File: config.mk
export PLATFORM = sky130hd
export DESIGN_NAME = sort_result_monitor
export DESIGN_NICKNAME = d
export VERILOG_FILES = /design/src/rtl/sort_mon_pkg.sv /design/src/rtl/sort_mon_window.sv /design/src/rtl/sort_result_monitor.sv
export SDC_FILE = /design/constraint.sdc
export NUM_CORES = 1
export LEC_CHECK = 0
export ABC_CLOCK_PERIOD_IN_PS = 14700
export CAP_MARGIN = 10
export CORE_UTILIZATION = 60
export DETAILED_ROUTE_END_ITERATION = 7
export DONT_BUFFER_PORTS = 1
export PLACE_DENSITY_LB_ADDON = 0.12
export SYNTH_ARGS = -nofsm -noshare
export SYNTH_HDL_FRONTEND = slang
export SYNTH_SLANG_ARGS = --single-unit
File: constraint.sdc
create_clock -name clk -period 14.7 [get_ports clk]
set_input_delay 2.94 -clock clk [delete_from_list [all_inputs] [get_ports clk]]
set_output_delay 2.94 -clock clk [all_outputs]
set_load 0.02 [all_outputs]
File: src/rtl/sort_mon_pkg.sv
// Shared types and helpers for the sort result monitor: FSM states, width
// helper and the element ordering compare.
package sort_mon_pkg;

    typedef enum logic [1:0] {
        HOLD = 2'd0,
        RUN  = 2'd1,
        DONE = 2'd2
    } mon_state_t;

    // Widest data word the ordering compare accepts; callers zero-extend.
    localparam int CMP_W = 256;

    function automatic int clog2(input longint unsigned v);
        int r;
        longint unsigned x;
        r = 0;
        x = 1;
        while (x < v) begin
            x = x << 1;
            r = r + 1;
        end
        return r;
    endfunction

    // Unsigned a <= b; signed ordering is obtained by the caller flipping the
    // sign bit of both operands before the call.
    function automatic logic word_le(input logic [CMP_W-1:0] a, input logic [CMP_W-1:0] b);
        return a <= b;
    endfunction

endpackage

File: src/rtl/sort_mon_window.sv
// Address decode of the watched array window plus the element capture
// registers; exposes both the registered words and their next-edge values.
module sort_mon_window
    import sort_mon_pkg::*;
#(
    parameter int              DATA_W    = 64,
    parameter int              ADDR_W    = 64,
    parameter int              NUM_ELEM  = 3,
    parameter longint unsigned BASE_ADDR = 0,
    parameter longint unsigned STRIDE    = 8
) (
    input  logic                       clk,
    input  logic                       reset,
    input  logic                       capture_en,
    input  logic                       mem_we,
    input  logic [ADDR_W-1:0]          mem_addr,
    input  logic [DATA_W-1:0]          mem_wdata,
    output logic                       hit,
    output logic [NUM_ELEM*DATA_W-1:0] elements,
    output logic [NUM_ELEM*DATA_W-1:0] elements_nxt
);

    localparam int              SH     = clog2(STRIDE);
    localparam logic [ADDR_W-1:0] BASE_A = ADDR_W'(BASE_ADDR);
    localparam logic [ADDR_W-1:0] SPAN_A = ADDR_W'(longint'(NUM_ELEM) * STRIDE);
    localparam logic [ADDR_W-1:0] MASK_A = ADDR_W'(STRIDE - 1);

    logic [ADDR_W-1:0] offset;
    logic [ADDR_W-1:0] word_off;

    // Addresses below BASE wrap to a large offset, so a single bound check
    // covers both window edges as long as BASE+span does not wrap.
    assign offset   = mem_addr - BASE_A;
    assign word_off = offset >> SH;
    assign hit      = mem_we && (offset < SPAN_A) && ((offset & MASK_A) == '0);

    always_comb begin
        elements_nxt = elements;
        for (int i = 0; i < NUM_ELEM; i++) begin
            if (capture_en && hit && (word_off == ADDR_W'(i))) begin
                elements_nxt[i*DATA_W +: DATA_W] = mem_wdata;
            end
        end
    end

    always_ff @(posedge clk) begin
        if (!reset) begin
            elements <= '0;
        end else begin
            elements <= elements_nxt;
        end
    end

endmodule

File: src/rtl/sort_result_monitor.sv
// Run monitor beside the core: sequences core reset, captures the array
// window, detects completion and reports sortedness. Option: SORT_SIGNED_EN.
module sort_result_monitor
    import sort_mon_pkg::*;
#(
    parameter int              DATA_W       = 64,
    parameter int              ADDR_W       = 64,
    parameter int              NUM_ELEM     = 3,
    parameter longint unsigned BASE_ADDR    = 0,
    parameter longint unsigned STRIDE       = 8,
    parameter int              RST_HOLD     = 3,
    parameter int              QUIET_CYCLES = 16,
    parameter longint unsigned MAX_CYCLES   = 100000,
    parameter int              CYC_W        = 32
) (
    input  logic                       clk,
    input  logic                       reset,
    input  logic                       mem_we,
    input  logic [ADDR_W-1:0]          mem_addr,
    input  logic [DATA_W-1:0]          mem_wdata,
    output logic                       core_reset,
    output logic [NUM_ELEM*DATA_W-1:0] elements,
    output logic                       done,
    output logic                       timeout,
    output logic                       sorted_ok,
    output logic [CYC_W-1:0]           cycle_count,
    output logic [7:0]                 write_count
);

    localparam int HOLD_W  = (clog2(RST_HOLD + 1) < 1) ? 1 : clog2(RST_HOLD + 1);
    localparam int QUIET_W = (clog2(QUIET_CYCLES + 1) < 1) ? 1 : clog2(QUIET_CYCLES + 1);
    localparam longint unsigned SPAN = longint'(NUM_ELEM) * STRIDE;
    localparam logic [CYC_W-1:0]   MAX_C   = CYC_W'(MAX_CYCLES);
    localparam logic [QUIET_W-1:0] QUIET_C = QUIET_W'(QUIET_CYCLES);
    localparam logic [HOLD_W-1:0]  HOLD_LAST = HOLD_W'(RST_HOLD - 1);

    if (NUM_ELEM < 1) begin : g_chk_num
        $error("NUM_ELEM must be at least 1");
    end
    if (RST_HOLD < 1) begin : g_chk_hold
        $error("RST_HOLD must be at least 1");
    end
    if ((STRIDE == 0) || ((STRIDE & (STRIDE - 1)) != 0)) begin : g_chk_stride
        $error("STRIDE must be a power of two");
    end
    if ((ADDR_W < 64) && ((BASE_ADDR + SPAN) > (64'd1 << ADDR_W))) begin : g_chk_span
        $error("NUM_ELEM*STRIDE window overflows ADDR_W");
    end
    if ((CYC_W < 64) && (MAX_CYCLES > ((64'd1 << CYC_W) - 1))) begin : g_chk_max
        $error("MAX_CYCLES does not fit in CYC_W");
    end
    if (DATA_W > CMP_W) begin : g_chk_data
        $error("DATA_W exceeds supported compare width");
    end

    mon_state_t state;
    mon_state_t state_nxt;

    logic [HOLD_W-1:0]          hold_cnt;
    logic [QUIET_W-1:0]         quiet_cnt;
    logic [CYC_W-1:0]           cyc_inc;
    logic                       hit;
    logic                       quiet_hit;
    logic                       timeout_hit;
    logic                       sorted_nxt;
    logic [NUM_ELEM*DATA_W-1:0] elements_nxt;

    sort_mon_window #(
        .DATA_W   (DATA_W),
        .ADDR_W   (ADDR_W),
        .NUM_ELEM (NUM_ELEM),
        .BASE_ADDR(BASE_ADDR),
        .STRIDE   (STRIDE)
    ) u_window (
        .clk         (clk),
        .reset       (reset),
        .capture_en  (state == RUN),
        .mem_we      (mem_we),
        .mem_addr    (mem_addr),
        .mem_wdata   (mem_wdata),
        .hit         (hit),
        .elements    (elements),
        .elements_nxt(elements_nxt)
    );

`ifdef SORT_SIGNED_EN
    localparam logic [DATA_W-1:0] SIGN_BIT = DATA_W'(1) << (DATA_W - 1);

    function automatic logic [CMP_W-1:0] cmp_key(input logic [DATA_W-1:0] w);
        return CMP_W'(w ^ SIGN_BIT);
    endfunction
`else
    function automatic logic [CMP_W-1:0] cmp_key(input logic [DATA_W-1:0] w);
        return CMP_W'(w);
    endfunction
`endif

    // Judged on next-edge element values so a capture on the exit cycle counts.
    always_comb begin
        sorted_nxt = 1'b1;
        for (int i = 0; i < NUM_ELEM - 1; i++) begin
            if (!word_le(cmp_key(elements_nxt[i*DATA_W +: DATA_W]),
                         cmp_key(elements_nxt[(i+1)*DATA_W +: DATA_W]))) begin
                sorted_nxt = 1'b0;
            end
        end
    end

    assign cyc_inc     = (cycle_count == '1) ? cycle_count : cycle_count + 1'b1;
    assign timeout_hit = (cyc_inc >= MAX_C);
    assign quiet_hit   = (write_count != 8'd0) && (quiet_cnt == QUIET_C);

    always_ff @(posedge clk) begin
        if (!reset) begin
            state <= HOLD;
        end else begin
            state <= state_nxt;
        end
    end

    always_comb begin
        state_nxt = state;
        case (state)
            HOLD: if (hold_cnt == HOLD_LAST) state_nxt = RUN;
            RUN:  if (quiet_hit || timeout_hit) state_nxt = DONE;
            DONE: state_nxt = DONE;
            default: state_nxt = HOLD;
        endcase
    end

    always_comb begin
        core_reset = (state == HOLD);
        done       = (state == DONE);
    end

    always_ff @(posedge clk) begin
        if (!reset) begin
            hold_cnt    <= '0;
            quiet_cnt   <= '0;
            cycle_count <= '0;
            write_count <= '0;
            timeout     <= 1'b0;
            sorted_ok   <= 1'b0;
        end else begin
            case (state)
                HOLD: hold_cnt <= hold_cnt + 1'b1;
                RUN: begin
                    cycle_count <= cyc_inc;
                    if (hit) begin
                        write_count <= (write_count == 8'hff) ? write_count : write_count + 8'd1;
                        quiet_cnt   <= '0;
                    end else if ((write_count != 8'd0) && (quiet_cnt != QUIET_C)) begin
                        quiet_cnt <= quiet_cnt + 1'b1;
                    end
                    // Quiescence outranks a coincident timeout.
                    if (state_nxt == DONE) begin
                        timeout   <= timeout_hit && !quiet_hit;
                        sorted_ok <= sorted_nxt;
                    end
                end
                default: ;
            endcase
        end
    end

endmodule

[Word-level counts from Yosys, hierarchy flattened]
Cells that the tools add are included.
W data, S select, Z words.
Operators by class
  $mul: 0
  equality and inequality tests: 10
  mux-type cells: 11
  bitwise logic cells: 1
  add/subtract/negate cells: 4
  divide/modulo/power cells: 0
  reductions and logical operators: 19
  $lt $le $gt $ge: 4
  shifts and indexed selects: 0
Operators by type and width (count)
  $mux W64: 3
  $le A64 B64 Y1: 2
  $logic_not A64 Y1: 2
  $lt A64 B5 Y1 const B: 1
  $eq A61 B1 Y1 const B: 1
  $eq A61 B2 Y1 const B: 1
  $add A32 B1 Y32 const B: 1
  $eq A32 B32 Y1 const B: 1
  $ge A32 B17 Y1 const B: 1
  $mux W32: 1
  $mux W5: 2
  $logic_and A1 B1 Y1: 9
  $add A8 B1 Y8 const B: 1
  $eq A8 B8 Y1 const B: 1
  $reduce_bool A8 Y1: 1
  $eq A2 B2 Y1 const B: 3
  $pmux W2 S3: 1
  $add A5 B1 Y5 const B: 1
  $eq A5 B5 Y1 const B: 1
  $ne A5 B5 Y1 const B: 1
  $mux W2: 2
  $reduce_and A2 Y1: 2
  $reduce_and A3 Y1: 1
  $add A2 B1 Y2 const B: 1
  other kinds (7): 8
Word-level totals
  register bits: 243
  output and inout bits: 236
  word-level logic and storage cells: 57
  bits in latches: 0
  ROM bits: 0
  bits in writable memories: 0
  memories kept: 0

[Longest topological paths before layout]
Gate-level depths: netlist of the first run.
  depth after elaboration: 9
  mapped depth: 20
  mapped depth without buffers: 17

[Hierarchy]
A second synthesis of the first run with hierarchy kept.
Unflattened totals
  cells, all modules: 1785
  area, all modules: 15887.7 um2
By module, submodules not included
  sort_mon_window: area each 9399.0 um2, seq. area each 3843.7 um2, instances 1, cells each 932
  sort_result_monitor: area each 6488.7 um2, seq. area each 1021.0 um2, instances 1, cells each 853

[Least setup slack after synthesis of the first run]
No wires, ideal clock.
  path type: input port to flip-flop
  start point: input port mem_addr[30]
  end point: register sorted_ok
  setup slack: 7881 ps
  setup time: 84 ps
  arrival: 6734 ps
  stages: 17
  required time: 14616 ps
  cell sequence: or4_4 -> nor4_4 -> nand4_2 -> buf_1 -> buf_1 -> mux2i_1 -> inv_1 -> ha_1 -> a211oi_1 -> o21bai_1 -> a211oi_1 -> o21ai_0 -> a221oi_1 -> o211ai_1 -> a41oi_2 -> o32ai_1 -> o31ai_2
On the way
  word-level cells in the longest chain between the ends: 9
  elaborated cells between the ends (all ways): 17
  those cells by class: 3 x order compare; 2 x eq/ne; 5 x mux; 7 x reduce/logical
RTL lines
  start, declared: RTL line sort_result_monitor.sv:19  | input logic [ADDR_W-1:0] mem_addr,
  $lt A64 B5 Y1: RTL line sort_mon_window.sv:35  | assign hit = mem_we && (offset < SPAN_A) && ((offset & MASK_A) == '0);
  $logic_and A1 B1 Y1 (2 in a row): RTL line sort_mon_window.sv:35
  $logic_and A1 B1 Y1: RTL line sort_mon_window.sv:40  | if (capture_en && hit && (word_off == ADDR_W'(i))) begin
  $logic_and A1 B1 Y1 *: RTL line sort_mon_window.sv:40
  $mux W64 *: RTL line sort_mon_window.sv:40
  named net elements_nxt[81]: RTL line sort_result_monitor.sv:66  | logic [NUM_ELEM*DATA_W-1:0] elements_nxt;
  $le A64 B64 Y1: RTL line sort_mon_pkg.sv:29  | return a <= b;
  $mux W1: RTL line sort_result_monitor.sv:102  | if (!word_le(cmp_key(elements_nxt[i*DATA_W +: DATA_W]),
  $mux W1 *: RTL line sort_result_monitor.sv:102
  end signal, assigned: RTL line sort_result_monitor.sv:158  | sorted_ok <= sorted_nxt;
  end, declared: RTL line sort_result_monitor.sv:25  | output logic sorted_ok,
Mark *: on every way through the listed nets, which the timed path passes. The rest lies on a longest branch.
A chain may end at the register's enable or synchronous reset.

[Worst setup path after layout of the first run]
  start point: input port mem_addr[30]
  end point: register sorted_ok
On the way
  word-level cells in the longest chain between the ends: 9
  elaborated cells between the ends (all ways): 17
  those cells by class: 3 x order compare; 2 x eq/ne; 5 x mux; 7 x reduce/logical
RTL lines (RTL line)
  $lt A64 B5 Y1: sort_mon_window.sv:35
  $logic_and A1 B1 Y1 (2 in a row): sort_mon_window.sv:35
  $logic_and A1 B1 Y1 (2 in a row): sort_mon_window.sv:40
  $mux W64: sort_mon_window.sv:40
  $le A64 B64 Y1: sort_mon_pkg.sv:29
  $mux W1: sort_result_monitor.sv:102
  $mux W1 *: sort_result_monitor.sv:102
Every way passes the cells marked *; elsewhere a longest branch is shown, timed or not.

==> results of run 1 <==
-- power breakdown --
group	switching, uW	total, uW	internal, uW
sequential	4.71	668	663
clock	273	720	448
combinational	29.6	41.0	11.5
-- final timing paths --
check                              endpoint
worst max-delay path              sorted_ok
worst min register to register  hold_cnt[1]
worst max register to register    sorted_ok
worst min-delay path            hold_cnt[1]
-- cell type report --
| cell class | count | area [um^2] |
|---|---|---|
| well taps | 280 | 350 |
| repair buffers | 5 | 37.5 |
| clock buffers | 44 | 851 |
| inverters | 78 | 298 |
| fillers | 1862 | 7330 |
| multi-input cells | 1215 | 8040 |
| clock inverters | 7 | 121 |
| flip-flops and latches | 243 | 4860 |
-- synthesized netlist by cell type (3+ instances only) --
cell type  count  area share (%)
or2_2          4            0.19
nor2_1       208             5.8
a221oi_1       5            0.33
o31ai_1        6            0.33
a2111oi_0      3            0.20
inv_1         78             2.2
mux2_2         4            0.33
or4_1          6            0.33
or3_1          9            0.42
buf_1         12            0.33
xor2_1        28             1.8
o21a_1         6            0.33
xnor2_1       21             1.4
nor4_1        24             1.1
dfxtp_1      243              36
or4_4          3            0.25
clkbuf_1      50             1.4
buf_2          9            0.33
mux2i_1      133             9.9
a31oi_1        6            0.28
and2_1         7            0.33
o211ai_1       5            0.28
nand4_1       49             2.3
nand2b_1      10            0.47
nor2b_1        8            0.37
and3_1        13            0.60
a21o_1        22             1.2
nand3_1       32             1.2
ha_1         130              12
nand2_1      244             6.8
and4_1         6            0.39
nor3_1        17            0.63
o21ai_0       37             1.4
a211oi_1      17            0.95
a21oi_1      107             4.0
-- state kept, by name (all words and copies together), names as in the netlist, named ones only --
register,flops
hold_cnt,2
u_window.elements,191
state,2
write_count,8
timeout,1
cycle_count,32
sorted_ok,1
quiet_cnt,5
-- routing by layer --
metal	part of all wire (%)	vias up	wire length, um
li1	-	5556	-
met1	40	5271	14900
met2	47	408	17700
met3	9.3	74	3490
met4	3.4	0	1280
met5	0	-	0
-- layout by cell type (no fill, tap or decap), types with 4 or more instances in the layout --
cell	netlist	final
nand4_1	49	49
nand2_1	244	244
nor4_1	24	24
o21ai_0	37	37
clkbuf_8	0	9
and2_1	7	7
or3_1	9	9
and4_1	6	5
clkbuf_16	0	28
mux2i_1	133	133
and3_1	13	13
ha_1	130	130
a21o_1	22	22
nand3_1	32	31
dfxtp_1	243	243
xor2_1	28	28
a211oi_1	17	17
inv_1	78	77
o21a_1	6	6
clkbuf_1	50	7
xnor2_1	21	21
a31oi_1	6	6
nor3_1	17	16
buf_4	0	5
o211ai_1	5	5
o31ai_1	6	6
a221oi_1	5	5
or2_2	4	4
mux2_2	4	4
a21oi_1	107	107
nor2b_1	8	8
or4_1	6	6
nor2_1	208	208
nand2b_1	10	9
-- worst max-delay path, cell delays in order --
cell      delay [ps]
or4_4            550
nor4_4           560
and4_2           910
mux2i_1          260
ha_1             260
or3_1            360
a221oi_1         220
o21ai_0          170
a221oi_1         500
o221ai_1         270
a31oi_1          210
o22ai_1          120
o31ai_2          190
-- logic make-up (layout without fill, tap and decap cells) --
kind of cell,count (synthesis),in the layout,share of synthesized area (%)
muxes,137,137,10.2
buffers and inverters,150,134,4.28
AOI/OAI and AO/OA,242,242,11.2
and+or+nand+nor,657,657,22.8
adders and majority gates,130,130,12.1
DFF,243,243,36.2
xor gates and xnor gates,49,49,3.19
-- per-stage QoR --
stage	util, %	area (um^2)
floorplan	-	13400
global placement	62.1	13600
detailed placement	62.1	13600
CTS	66.5	14600
global route	66.5	14600
finish	66.5	14600
==> metrics, run 1 <==
status finished, final reports clean; CTS resizes 0; Nets between 1500 and 2000; worst setup path class input port to register; die footprint between 0.02 and 0.025 mm^2; Ports around 370; met1 global-route usage 37.2%; Worst-Margin Slew 1100 ps; Synth Register Bits 243; drt total wl around 37000 um; routed vias/inst around 6; Post-CTS Setup Inserts 0; initial DRC count 570; dpl ws roughly 6900 ps; FFs w/ async S/R, synth 0%; Max Root-Sink Buffers 3; crit path launch mem_addr[30]; Setup Skew 14.9 ps; clock slew seen by the registers of the worst setup and hold paths ~60 ps; Reg2Reg Setup Slack between 9000 and 10000 ps; layout cells sized above 1 5.28%; post-route DRC violation count 0; Hold Buf Count CTS 0; cells after synthesis about 1600; post-route ant nets 0; Final Max Tran Viols 0; CTS Buf Count 28; GRT Overall Usage ~31%; post-synth net total 1869; Seq/Total Area, Yosys between 30% and 40%; post-synthesis cell area 0.0134 mm^2; CTS tree yes; dpl cells about 1800; Worst Path Arrival ~7600 ps; yosys warns 0; worst-path fanout max 20; WHS between 500 and 600 ps; Final period util 48.2%; Synth cell types 68; maximum VDD drop 0.0979 mV; cell count of the worst hold path 2; wire per inst roughly 20 um; Area Overhead vs Synth 8.27%; initial antenna violation count 0; PnR worst setup slack about 7600 ps; max_slew headroom 26.7%; via count about 11000; met3 Track Usage GR 10.2%; number of synthesized flops with an enable pin 0; type of origin of the critical path input port; width of the chip approximately 150 um; largest net degree at the start of global routing about 140; total grt overflow 0; Leak ~0.0075 uW; DP HPWL roughly 27000 um; Reg2Reg Launch Point state[1]; hold path start hold_cnt[1]; Tot Pwr about 1400 uW; core area 0.0219 mm^2; busiest metal layer after global routing met2; Final setup viols 0; Hold Violations, Final 0; reg2reg path depth 15; clk root buf clkbuf_16; max-cap viol count 0; antenna cells 0; Max Clk Rate 141 MHz; port buffer count 0; M2 GR Usage a little over half; starting density of the core between 60 and 70%; H-tree levels 1; unrepaired setup endpoints after global routing no; ys flop type dfxtp_1; Req. time, crit path approximately 15000 ps; fin crit period 7090 ps; Setup TNS 0 ps; row cnt between 50 and 60; first-pass GRT wire length around 56000 um; die height 152 um; Clock Latency Late Sink 540 ps; clk sinks ~240; Finished Layout Cells around 1900; vias in the first global route between 10000 and 15000; power per cell area between 90 and 100 mW/mm^2; Mean Syn Cell Area roughly 8.4 um^2; drt first pass iters 5; crit end category register; Hold Path Class register to register; final RePlAce weighted congestion roughly 0.93
No activity file was read; power rests on OpenSTA's default activity.
==> inputs of run 2 (changes only) <==
--- a/config.mk
+++ b/config.mk
@@ -5,7 +5,7 @@
 export SDC_FILE = /design/constraint.sdc
 export NUM_CORES = 1
 export LEC_CHECK = 0
-export ABC_CLOCK_PERIOD_IN_PS = 14700
+export ABC_CLOCK_PERIOD_IN_PS = 6700
 export CAP_MARGIN = 10
 export CORE_UTILIZATION = 60
 export DETAILED_ROUTE_END_ITERATION = 7
==> constraint.sdc (replaced) <==
create_clock -name clk -period 6.7 [get_ports clk]
set_input_delay 1.34 -clock clk [delete_from_list [all_inputs] [get_ports clk]]
set_output_delay 1.34 -clock clk [all_outputs]
set_load 0.02 [all_outputs]
==> run 2 against run 1 <==
- clock power grew 89%
- global-route usage is 0.22 points higher
- setup slack got worse by 6500 ps
- non-clock buffer count is 9 higher
- die area unchanged
- utilization down 0.38 points
- first-iteration DRC count fell by 14%
==> metrics, run 2 (synthesized netlist as in run 1, its figures left out) <==
status finished, final reports clean (unchanged); antenna cells 0 (unchanged); CTS Buf Count 27 (was 28); CTS resizes 0 (unchanged); Reg2Reg Setup Slack 1750 ps (was 9900 ps); largest net degree at the start of global routing 111 (was 135); power per cell area 201 mW/mm^2 (was 98.1 mW/mm^2); max reg flops 191 (unchanged); busiest metal layer after global routing met2 (unchanged); Setup Skew 8.30 ps (was 14.9 ps); Worst Path Arrival 6070 ps (was 7550 ps); slowest CP cell and4_2 (unchanged); fin crit period 5630 ps; RR Endpoint sorted_ok (unchanged); post-route ant nets 0 (unchanged); row cnt 54 (unchanged); Max Clk Rate around 180 MHz; M2 GR Usage 52.4% (was 52.2%); clock slew seen by the registers of the worst setup and hold paths 60 ps (about the same); unrepaired setup endpoints after global routing no (unchanged); die height 152 um (unchanged); core area 0.0219 mm^2 (unchanged); Reg2Reg Launch Point state[0] (was state[1]); layout cells sized above 1 5.34% (was 5.28%); Ports 367 (unchanged); CTS tree yes (unchanged); final RePlAce weighted congestion 0.964 (was 0.933); Clock Latency Late Sink 530 ps (was 540 ps); worst setup path class input port to register (unchanged); Psw 639 uW (was 307 uW); Finished Layout Cells 1871 (was 1872); max-cap viol count 0 (unchanged); hold path start hold_cnt[1] (unchanged); worst-path fanout max 14 (was 20); sw frac 21.9% (was 21.5%); Final Max Tran Viols 0 (unchanged); initial antenna violation count 0 (unchanged); first-pass GRT wire length 56900 um (was 56200 um); Hold Path Class register to register (unchanged); Req. time, crit path 7140 ps (was 15160 ps); type of origin of the critical path input port (unchanged); commonest non-fill, non-tap cell in the layout nand2_1 (unchanged); DP HPWL 27900 um (was 27300 um); port buffer count 0 (unchanged); Worst Hold Path EP hold_cnt[1] (unchanged); dpl cells 1830 (was 1821); initial DRC count 489 (was 570); Hold Buf Count CTS 0 (unchanged); share of total power in combinational logic 3.1% (was 2.9%); reg2reg path depth 13 (was 15); Reg area 0.00486 mm^2 (unchanged); # fillers 1873 (was 1862); Area Overhead vs Synth 7.65% (was 8.27%); post-route DRC violation count 0 (unchanged); power share of the clock group 46.5% (was 50.4%); GRT Overall Usage 31.4% (was 31.2%); maximum VDD drop 0.194 mV (was 0.0979 mV); clk sinks 243 (unchanged); Setup TNS 0 ps (unchanged); area of the multi-input gates 0.00804 mm^2 (unchanged); Max Root-Sink Buffers 3 (unchanged); sequential group share of total power 50.3% (was 46.7%); crit end category register (unchanged); Largest regs u_window.elements x191, cycle_count x32, write_count x8 (unchanged); width of the chip 152 um (unchanged); Nets 1840 (was 1832); met3 Track Usage GR 10.4% (was 10.2%); Leak 0.00745 uW (was 0.00748 uW); H-tree levels 1 (unchanged); max_slew headroom 32.5% (was 26.7%); Final setup viols 0 (unchanged); via count 11300 (unchanged); cell count of the worst hold path 2 (unchanged); drt first pass iters 5 (unchanged); starting density of the core 61.4% (unchanged); slowest stage delay, CP 840 ps (was 910 ps); Pint 2270 uW (was 1120 uW); routed vias/inst 6.04 (about the same); drt total wl 37400 um (about the same); vias in the first global route 10900 (was 10700); Final period util between 80% and 90%; wire per inst 20.0 um (about the same); crit-path cells nor4_1 -> nand4_1 -> nor4_4 -> and4_2 -> buf_4 -> mux2i_1 -> inv_1 -> ha_1 -> a21oi_1 -> o21ai_0 -> a221oi_1 -> o21ai_0 -> a221oi_1 -> o211ai_1 -> a41oi_2 -> o32ai_1 -> o31ai_2 (was or4_4 -> nor4_4 -> and4_2 -> mux2i_1 -> ha_1 -> or3_1 -> a221oi_1 -> o21ai_0 -> a221oi_1 -> o221ai_1 -> a31oi_1 -> o22ai_1 -> o31ai_2); Post-CTS Setup Inserts 0 (unchanged); total grt overflow 0 (unchanged); commonest non-fill, non-tap cells in the layout nand2_1, dfxtp_1, nor2_1 (unchanged); clk root buf clkbuf_16 (unchanged); Hold Violations, Final 0 (unchanged); Worst-Margin Slew 1010 ps (was 1100 ps); die footprint 0.0230 mm^2 (unchanged); met1 global-route usage 37.0% (was 37.2%); Biggest register u_window.elements (unchanged)
## run 2: changes by cell type in the layout (fill, tap and decap cells not counted), sizes merged
| cell | change |
|---|---|
| buf | +9 |
| clkbuf | -6 |
| bufinv | -3 |
| clkinv | -2 |
| inv | +1 |
## run 2: worst max-delay path by stage
stage                 start        end  slack (ps)  depth (start not counted)
4_1_cts        mem_addr[44]  sorted_ok        1060                         17
2_1_floorplan  mem_addr[30]  sorted_ok        1480                         17
5_1_grt        mem_addr[44]  sorted_ok         610                         16
6_report       mem_addr[44]  sorted_ok        1070                         17
3_5_place_dp   mem_addr[44]  sorted_ok         530                         17
3_3_place_gp   mem_addr[44]  sorted_ok         590                         17
## run 2: critical path, delay by kind of cell
kind	cells	cell delay [ps]
and+or+nand+nor	4	1950
adders and majority gates	1	340
muxes	1	330
AOI/OAI and AO/OA	9	1750
buffers and inverters	2	350
## run 2: power groups by stage
| stage | combinational (uW) | sequential (uW) | clock [uW] |
|---|---|---|---|
| after floorplan | 72.8 | 1490 | 0 |
| after global placement | 87.8 | 1500 | 0 |
| after detailed placement | 89.6 | 1500 | 0 |
| after CTS | 90.0 | 1460 | 1380 |
| after global routing | 99.8 | 1470 | 1430 |
| final | 91.5 | 1460 | 1360 |
## run 2: layout make-up
cell class | count | share of cell area (%)
Clock inverter | 3 | 0.130
Timing Repair Buffer | 14 | 0.899
Clock buffer | 38 | 5.37
Tap cell | 280 | 2.42
Inverter | 78 | 2.06
Sequential cell | 243 | 33.6
Multi-Input combinational cell | 1215 | 55.5
## run 2: through the flow
stage / util [%] / hold WS, ps / cell area (um^2) / setup WS, ps / total power, uW
2_1_floorplan: - / 471 / 13400 / 1480 / 1570
3_3_place_gp: 62.5 / 491 / 13700 / 593 / 1580
3_5_place_dp: 62.5 / 498 / 13700 / 528 / 1590
4_1_cts: 66.1 / 506 / 14500 / 1060 / 2930
5_1_grt: 66.1 / 540 / 14500 / 607 / 3000
6_report: 66.1 / 505 / 14500 / 1070 / 2910
## run 2: routing by layer
metal	wire [um]	vias up
li1	-	5568
met1	14900	5235
met4	1400	0
met2	17400	429
met5	0	-
met3	3610	77
==> inputs of run 3 (changes only) <==
--- a/config.mk
+++ b/config.mk
@@ -5,7 +5,7 @@
 export SDC_FILE = /design/constraint.sdc
 export NUM_CORES = 1
 export LEC_CHECK = 0
-export ABC_CLOCK_PERIOD_IN_PS = 6700
+export ABC_CLOCK_PERIOD_IN_PS = 5300
 export CAP_MARGIN = 10
 export CORE_UTILIZATION = 60
 export DETAILED_ROUTE_END_ITERATION = 7
==> constraint.sdc (replaced) <==
create_clock -name clk -period 5.3 [get_ports clk]
set_input_delay 1.06 -clock clk [delete_from_list [all_inputs] [get_ports clk]]
set_output_delay 1.06 -clock clk [all_outputs]
set_load 0.02 [all_outputs]
==> run 3 against run 2 <==
- register-to-register slack got worse by 200 ps
- critical path depth increased by 1
- cell area increased by 3.2%
- combinational power increased by 34%
- sequential cell count unchanged
- setup slack got worse by 390 ps
- non-clock buffer count increased by 27
- critical path type unchanged
==> metrics, run 3 (synthesized netlist as in run 1, its figures left out) <==
layout cells sized above 1 7.62% (was 5.34%); first-pass GRT wire length 57300 um (was 56900 um); Final setup viols 0 (unchanged); CTS Buf Count 27 (unchanged); status finished, final reports clean (unchanged); share of total power in combinational logic 3.1% (about the same); reg2reg path depth 16 (was 13); Crit path depth 18 (was 17); post-route DRC violation count 0 (unchanged); initial antenna violation count 0 (unchanged); die footprint 0.0230 mm^2 (unchanged); largest net degree at the start of global routing 114 (was 111); crit-path cells nor4_1 -> nand4_1 -> or4_1 -> nor4_2 -> nand2b_2 -> buf_12 -> nand2_1 -> nand2_1 -> ha_1 -> a21oi_1 -> nor2_1 -> a2111oi_0 -> o31ai_1 -> a31oi_1 -> o221ai_1 -> a31oi_1 -> o22ai_1 -> o31ai_2 (was nor4_1 -> nand4_1 -> nor4_4 -> and4_2 -> buf_4 -> mux2i_1 -> inv_1 -> ha_1 -> a21oi_1 -> o21ai_0 -> a221oi_1 -> o21ai_0 -> a221oi_1 -> o211ai_1 -> a41oi_2 -> o32ai_1 -> o31ai_2); Buf+Inv Stages, Crit Path 1 (was 2); Nets 1867 (was 1840); Pint 3150 uW (was 2270 uW); unrepaired setup endpoints after global routing no (unchanged); Finished Layout Cells 1907 (was 1871); crit path launch mem_addr[44] (unchanged); Reg2Reg Launch Point state[1] (was state[0]); starting density of the core 61.4% (unchanged); fin crit period ~4600 ps; worst setup path class input port to register (unchanged); total grt overflow 0 (unchanged); clk sinks 243 (unchanged); Max Clk Rate between 200 and 250 MHz; Hold Violations, Final 0 (unchanged); antenna cells 0 (unchanged); row cnt 54 (unchanged); slowest CP cell or4_1 (was and4_2); Final period util between 80 and 90%; max reg flops 191 (unchanged); via count 11500 (was 11300); post-route ant nets 0 (unchanged); Final Max Tran Viols 0 (unchanged); die height 152 um (unchanged); Reg2Reg Setup Slack 1550 ps (was 1750 ps); Setup TNS 0 ps (unchanged); sequential group share of total power 46.0% (was 50.3%); core area 0.0219 mm^2 (unchanged); RR Endpoint sorted_ok (unchanged); WHS 507 ps (was 505 ps); crit path to sorted_ok (unchanged); worst-path fanout max 52 (was 14); Leak 0.00770 uW (was 0.00745 uW); H-tree levels 1 (unchanged); DP HPWL 28400 um (was 27900 um); vias in the first global route 11000 (was 10900); initial DRC count 509 (was 489); Biggest register u_window.elements (unchanged); type of origin of the critical path input port (unchanged); clock slew seen by the registers of the worst setup and hold paths 60 ps (about the same); Clock Latency Late Sink 550 ps (was 530 ps); drt first pass iters 5 (unchanged); Post-CTS Setup Inserts 0 (unchanged); sw frac 21.8% (was 21.9%); power share of the clock group 50.9% (was 46.5%); final RePlAce weighted congestion 0.927 (was 0.964); Max Root-Sink Buffers 3 (unchanged); routed vias/inst 6.03 (was 6.04); Req. time, crit path 5770 ps (was 7140 ps); slowest stage delay, CP 610 ps (was 840 ps); Hold Path Class register to register (unchanged); Hold Buf Count CTS 0 (unchanged); Psw 876 uW (was 639 uW); maximum VDD drop 0.209 mV (was 0.194 mV); max_slew headroom 40.3% (was 32.5%); CTS tree yes (unchanged); CTS resizes 0 (unchanged); Setup Skew 11.0 ps (was 8.30 ps); Worst Path Arrival 5090 ps (was 6070 ps); fin util 68.2% (was 66.1%); GRT Overall Usage 31.8% (was 31.4%); port buffer count 0 (unchanged); dpl cells 1857 (was 1830); Tot Pwr 4020 uW (was 2910 uW); Ports 367 (unchanged); crit end category register (unchanged); Area Overhead vs Synth 11.1% (was 7.65%); Largest regs u_window.elements x191, cycle_count x32, write_count x8 (unchanged); width of the chip 152 um (unchanged); power per cell area 269 mW/mm^2 (was 201 mW/mm^2); cell family with the largest share of critical-path delay simple AND/OR/NAND/NOR gates (unchanged); commonest non-fill, non-tap cell in the layout nand2_1 (unchanged); drt total wl 37800 um (was 37400 um); commonest non-fill, non-tap cells in the layout nand2_1, dfxtp_1, nor2_1 (unchanged); wire per inst 19.8 um (was 20.0 um); Worst-Margin Slew 892 ps (was 1010 ps); clk root buf clkbuf_16 (unchanged); max-cap viol count 0 (unchanged)
-- run 3: changes by cell type in the layout (fill, tap and decap cells not counted), sizes merged --
cell	before	now
clkinv	2	6
bufinv	0	4
clkbuf	38	39
buf	14	41
-- run 3: worst min-delay path: stages (launching register included) --
cell and delay (ps):
dfxtp_1 310, nor2_1 100, a211oi_1 50
-- run 3: cell type report --
cell class | instances | area [um^2]
Clock buffer | 39 | 821
Clock inverter | 11 | 174
Fill cell | 1804 | 6950
Inverter | 78 | 298
Multi-Input combinational cell | 1215 | 8040
Sequential cell | 243 | 4860
Tap cell | 280 | 350
Timing Repair Buffer | 41 | 395
-- run 3: worst min path at each step --
stage,cells after the start,from,end
CTS,2,hold_cnt[1],hold_cnt[1]
floorplan,2,quiet_cnt[4],quiet_cnt[4]
finish,2,hold_cnt[1],hold_cnt[1]
global route,2,quiet_cnt[4],quiet_cnt[4]
global placement,2,quiet_cnt[4],quiet_cnt[4]
detailed placement,2,quiet_cnt[4],quiet_cnt[4]
-- run 3: metal layers --
| layer | track usage [%] | share of wire [%] |
|---|---|---|
| met1 | 36.7 | 39 |
| met2 | 53.8 | 47 |
| met3 | 9.76 | 9.0 |
| met4 | 14.4 | 4.8 |
| met5 | 0 | 0 |
-- run 3: stage by stage --
step / instance area (um^2) / worst slack [ps]
global placement: 13900 / 136
global route: 14900 / 297
detailed placement: 13900 / 146
CTS: 14900 / 634
finish: 14900 / 681
floorplan: 13400 / 361
-- run 3: power by group through the flow --
| stage | Clock [uW] | Sequential [uW] | Combinational, uW |
|---|---|---|---|
| floorplan | 0 | 1890 | 92.0 |
| global placement | 0 | 1890 | 119 |
| detailed placement | 0 | 1890 | 122 |
| CTS | 2080 | 1850 | 122 |
| global route | 2140 | 1850 | 135 |
| finish | 2050 | 1850 | 123 |
